File: config.mk
export PLATFORM = sky130hd
export DESIGN_NAME = rf_ctx_seq
export DESIGN_NICKNAME = d
export VERILOG_FILES = /design/src/rtl/rf_ctx_seq.sv
export SDC_FILE = /design/constraint.sdc
export NUM_CORES = 1
export LEC_CHECK = 0
export BUFFER_PORTS_ARGS = -buffer_cell sky130_fd_sc_hd__buf_2
export CAP_MARGIN = 20
export CORE_MARGIN = 3
export CORE_UTILIZATION = 36
export CTS_BUF_LIST = sky130_fd_sc_hd__clkbuf_4 sky130_fd_sc_hd__clkbuf_8
export DETAILED_ROUTE_END_ITERATION = 7
export GPL_TIMING_DRIVEN = 0
export PLACE_DENSITY_LB_ADDON = 0.15
export SETUP_SLACK_MARGIN = 0.15
export SLEW_MARGIN = 20
export SYNTH_ARGS = -nofsm -noshare
export SYNTH_HDL_FRONTEND = slang
export SYNTH_SLANG_ARGS = --single-unit
File: constraint.sdc
create_clock -name clk -period 3.2 [get_ports clk]
set_clock_uncertainty 0.15 [all_clocks]
set_input_delay 0.32 -clock clk [delete_from_list [all_inputs] [get_ports clk]]
set_output_delay 0.32 -clock clk [all_outputs]
set_load 0.01 [all_outputs]
File: src/rtl/rf_ctx_seq.sv
// rf_ctx_seq: context save/restore sequencer between the CPU datapath and an NREG x W register file
//    cpu_*                        CPU read-1 select and write port, passed through when not busy
//    rf_*                         register file read-1 select/data and write port
//    save_start / restore_start   sequence requests, sampled in IDLE
//    save_data/valid/ready        register stream out (SAVE)
//    restore_data/valid/ready     register stream in (RESTORE)
//    busy, cpu_stall, done, err   status: sequence running, CPU blocked, completion pulse, illegal command
module rf_ctx_seq #(
   parameter int NREG = 8,
   parameter int W    = 16,
   parameter int SELW = 3
) (
   input  logic            clk,
   input  logic            rst,
   input  logic            save_start,
   input  logic            restore_start,
   input  logic [SELW-1:0] cpu_read1regsel,
   input  logic            cpu_write,
   input  logic [SELW-1:0] cpu_writeregsel,
   input  logic [W-1:0]    cpu_writedata,
   input  logic [W-1:0]    rf_read1data,
   output logic [SELW-1:0] rf_read1regsel,
   output logic            rf_write,
   output logic [SELW-1:0] rf_writeregsel,
   output logic [W-1:0]    rf_writedata,
   output logic [W-1:0]    save_data,
   output logic            save_valid,
   input  logic            save_ready,
   input  logic [W-1:0]    restore_data,
   input  logic            restore_valid,
   output logic            restore_ready,
   output logic            busy,
   output logic            cpu_stall,
   output logic            done,
   output logic            err
);
   typedef enum logic [1:0] {IDLE, SAVE, RESTORE, DONE} state_t;
   state_t          state;
   logic [SELW-1:0] idx;
   logic            last, save_mode, rest_mode;
   assign last      = idx == SELW'(NREG - 1);
   assign save_mode = !rst && state == SAVE;
   assign rest_mode = !rst && state == RESTORE;
   always_ff @(posedge clk) begin
      if (rst) begin
         state <= IDLE;
         idx   <= '0;
      end else begin
         case (state)
            IDLE: if (save_start ^ restore_start) begin
               state <= save_start ? SAVE : RESTORE;
               idx   <= '0;
            end
            SAVE: if (save_ready) begin
               state <= last ? DONE : SAVE;
               idx   <= last ? idx : idx + 1'b1;
            end
            RESTORE: if (restore_valid) begin
               state <= last ? DONE : RESTORE;
               idx   <= last ? idx : idx + 1'b1;
            end
            default: state <= IDLE;
         endcase
      end
   end
   assign busy           = save_mode || rest_mode;
   assign cpu_stall      = busy;
   assign save_valid     = save_mode;
   assign restore_ready  = rest_mode;
   assign save_data      = rf_read1data;
   assign rf_read1regsel = save_mode ? idx : cpu_read1regsel;
   assign rf_writeregsel = rest_mode ? idx : cpu_writeregsel;
   assign rf_writedata   = rest_mode ? restore_data : cpu_writedata;
   assign rf_write       = rest_mode ? restore_valid : !rst && !busy && cpu_write;
   assign done           = !rst && state == DONE;
   assign err            = !rst && (state == IDLE ? save_start && restore_start : busy && (save_start || restore_start));
endmodule
Yosys cells after proc, flatten, opt, wreduce, memory -nomap -nowiden
Cells that the tools add are included.
{ "totals": {"in_bits": 61, "word_cells": 44, "output_inout_bits": 45, "regBits": 5} }
{ "classes": {"reduce_logical": 16, "n_eq_ne": 7, "n_bitwise": 1, "n_addsub": 1, "muxes": 17} }
{ "ops": {"columns": ["operator", "count"], "rows": [
  ["3-bit two-way mux", 6],
  ["16-bit two-way mux", 1],
  ["2-bit two-way mux", 5],
  ["3-bit one-hot mux with 3 select lines", 1],
  ["1-bit logical AND", 8],
  ["2-bit inequality test, second input constant", 3],
  ["2-bit one-hot mux with 3 select lines", 1],
  ["2-bit equality test, second input constant", 2],
  ["4-bit AND reduction", 1],
  ["3-bit by 1-bit adder with 3-bit output, second input constant", 1],
  ["3-bit equality test, second input constant", 1],
  ["1-bit two-way mux", 3],
  ["3-bit AND reduction", 1],
  ["3-bit nonzero test", 1],
  ["2-bit by 1-bit equality test with 1-bit output, second input constant", 1],
  ["1-bit zero test", 2],
  ["2-bit zero test", 1],
  ["1-bit logical OR", 2],
  ["1-bit bitwise XOR", 1]
]} }

Depth between registers and ports, before layout
{ "depth": {"depth_word": 7, "ltp_mapped": 6, "mapped_depth_nobuf": 6} }

Worst setup path after synthesis
No wires, ideal clock.
{ "synth_path": {"path_type": "register to output", "from": "register state[0]", "to": "output port rf_writedata[10]", "n_path_buf": 1, "setup_slack_ns": 1.275, "path_stages_with_launch": 6, "arrival_time_ns": 1.455, "path_cell_list": "dfxtp_1 > inv_1 > ha_1 > nor2b_1 > buf_2 > mux2_2"} }
{ "synth_via": {"elab_chain_len": 3} }
{ "synth_lines": {"columns": ["item", "line", "source"], "rows": [
  ["start, declared", "38", "state_t state;"],
  ["start signal, assigned", "51", "state <= save_start ? SAVE : RESTORE;"],
  ["start signal, assigned", "55", "state <= last ? DONE : SAVE;"],
  ["start signal, assigned", "59", "state <= last ? DONE : RESTORE;"],
  ["2-bit equality test", "43", "assign rest_mode = !rst && state == RESTORE;"],
  ["1-bit logical AND", "43", null],
  ["named net restore_ready", "31", "output logic restore_ready,"],
  ["16-bit two-way mux", "73", "assign rf_writedata = rest_mode ? restore_data : cpu_writedata;"],
  ["end, declared", "25", "output logic [W-1:0] rf_writedata,"]
]} }
The timed path passes the listed nets, and every way through them passes these cells.

Worst setup path after layout
{ "layout_path": {"from": "register state[0]", "to": "output port rf_writedata[4]"} }
{ "layout_via": {"elab_chain_len": 3} }
{ "layout_lines": {"columns": ["item", "line"], "rows": [
  ["2-bit equality test", "43"],
  ["1-bit logical AND", "43"],
  ["16-bit two-way mux", "73"]
]} }
Every way passes these cells.

==> results.toml <==
[worst_hold_path]
min_path_type = "in -> reg"
hold_depth = 2
holdPathEnd = "idx[0]$_SDFFE_PP0P_"
min_from = "rst"

[cts]
clk_latency_ns = 0.25
postCtsHoldBufs = 0
cts_max_path_buffers = 2
cts_buffers = 3
clk_pin_slew_ns = 0.05
root_buffer = "clkbuf_4"
cts.sinks = 5
cts_tree = "built"
cts_resized = 0
postCtsSetupBuffers = 0
htree_levels = 1

[setup_path]
criticalPathCategory = "reg -> out"
cp.required_ns = 2.73
r2r_end = "idx[0]$_SDFFE_PP0P_"
cp-start-kind = "register"
cp-end-kind = "output port"
max_stage_delay_ns = 0.36
r2r_start = "state[0]$_SDFFE_PP0P_"
crit_arrival_ns = 1.99
cp_cell_sequence = "inv_1, ha_1, nor2b_1, buf_2, mux2_2, buf_2"
cpMostUsedCell = "buf_2"
worstRegToRegCells = 6
crit_fanout = 10
critPathBufInv = 3
cp_slowest_cell = "mux2_2"
regToRegSetupSlack_ns = 1.31
cpLargestDelayFamily = "buffers and inverters"

[pwr]
ir_worst_vdd_uv = 401
powerDensity_mw_per_mm2 = 474
power.leakage_nw = 0.760

[logic_synthesis]
yosysTopAreaCell = "mux2_2"
ys_seq_area_share_pct = 11.7
syn_inst = 98
netlist_area_um2 = 855
yosysWarnings = 0
synth_top_area_share_pct = 29.0
synth.area.top_cells = "mux2_2, buf_4, ha_1, dfxtp_1, a21oi_1"
synth_seq_cells = 5
netlist-cell-type-count = 21
syn_avg_cell_area_um2 = 8.72
synthesis.nets = 169

[timing]
hold_violations = 0
worst_pin_slew_ns = 0.396
period_share_pct = 76.7
min_period_ns = 2.46
setup_ws_ns = 0.745
finalSetupViolations = 0
relSlewSlack_pct = 73.3
setup_tns_ns = 0
max_freq_mhz = 407
rsz0062_at_grt = "false"
maxSlewViolCount = 0

[placement]
port_buffers = 88
gp_congestion = 0.686
dp_hpwl_um = 2170
place_ws_ns = 0.976

[global_routing]
grtUsageTotal_pct = 14.6
met2_usage_pct = 28.3
grt_max_degree = 11
grt_pass1_wl_um = 3140
grt-busiest-layer = "met2"
gr-usage-met1_pct = 13.5
grt.overflow.total = 0
grt_pass1_vias = 831
antenna_found_initial = 0
grtUsageMet3_pct = 5.45

[floorplanning]
initial_core_util_pct = 38.3
die_area_mm2 = 0.00299
die_w_um = 54.7
fp.dieH_um = 54.7
fp.coreArea_mm2 = 0.00223
boundaryPins = 106
rows = 17

[route]
drtAntennaViolNets = 0
drc = 0
vias = 1006
via_per_inst = 4.61
drtIter0Drc = 8
first_pass_iters = 4
wire_per_inst_um = 11.4
drt-total-wl_um = 2480

[run]
max_cap_violations = 0

[finish]
n_antenna_cell = 0
area_growth_pct = 59.2
drive_gt1_share_pct = 73.2
nNetsFinal = 262
mostFrequentLayoutCell = "buf_2"
layout_common_cells = "buf_2, mux2_2, buf_4"

[outcome]
status = "complete, no violations"
[worst max path at each step]
stage	from	to	slack [ns]	depth (start not counted)
after detailed placement	state[0]$_SDFFE_PP0P_	rf_writedata[4]	0.98	6
after global placement	state[0]$_SDFFE_PP0P_	rf_writeregsel[1]	1.03	6
after global routing	state[0]$_SDFFE_PP0P_	rf_writedata[4]	0.54	6
after floorplan	state[0]$_SDFFE_PP0P_	rf_writedata[10]	1.27	5
final	state[0]$_SDFFE_PP0P_	rf_writedata[4]	0.74	6
after CTS	state[0]$_SDFFE_PP0P_	rf_writedata[4]	0.71	6
[layer usage]
layer / vias to the layer above / wire, µm / share of wire [%]
li1: 509 / - / -
met1: 427 / 842 / 34
met2: 63 / 1300 / 52
met3: 7 / 305 / 12
met4: 0 / 34 / 1.4
met5: - / 0 / 0
[state kept, by name, summed over array words and instances (netlist names)]
signal / count
idx: 3
state: 2
[through the flow]
stage | area [µm²] | utilization (%) | hold WS (ns) | instances | power, mW
after global routing | 1360 | 60.9 | 0.216 | 218 | 0.712
after detailed placement | 1330 | 59.6 | 0.354 | 214 | 0.567
final | 1360 | 60.9 | 0.213 | 218 | 0.645
after CTS | 1360 | 60.9 | 0.207 | 218 | 0.656
after global placement | 1330 | 59.6 | 0.339 | 214 | 0.558
after floorplan | 855 | - | 0.323 | 98 | 0.424
[power by group]
group | internal [mW] | switching [mW] | total [mW] | leakage, nW
Combinational | 0.230 | 0.232 | 0.461 | 0.701
Clock | 0.0557 | 0.0273 | 0.0830 | 0.0184
Sequential | 0.0799 | 0.0208 | 0.101 | 0.0408
[cell type report]
cell class / count / area [µm²]
Buffer: 20 / 143
Clock buffer: 4 / 30.0
Fill cell: 209 / 873
Inverter: 7 / 26.3
Multi-Input combinational cell: 66 / 586
Sequential cell: 5 / 100
Tap cell: 28 / 35.0
Timing Repair Buffer: 88 / 440
[cells in the mapped netlist (all sizes together)]
cell type / count
nor3b: 1
nand2: 5
ha: 10
dfxtp: 5
inv: 7
nor2b: 2
nand2b: 3
o221ai: 1
or4b: 1
o21ai: 4
nor2: 3
a21oi: 7
or3: 4
nor3: 1
buf: 20
mux2: 22
a221oi: 2
[cells by family after synthesis]
| logic type | count (synthesis) | synth area share [%] |
|---|---|---|
| AO/OA/AOI/OAI | 14 | 11.6 |
| buffers and inverters | 27 | 19.8 |
| multiplexers | 22 | 29.0 |
| flip-flops | 5 | 11.7 |
| AND/OR/NAND/NOR | 20 | 13.3 |
| adder cells (fa/ha/maj) | 10 | 14.6 |
Note: power is estimated with default switching activity, not from simulation.
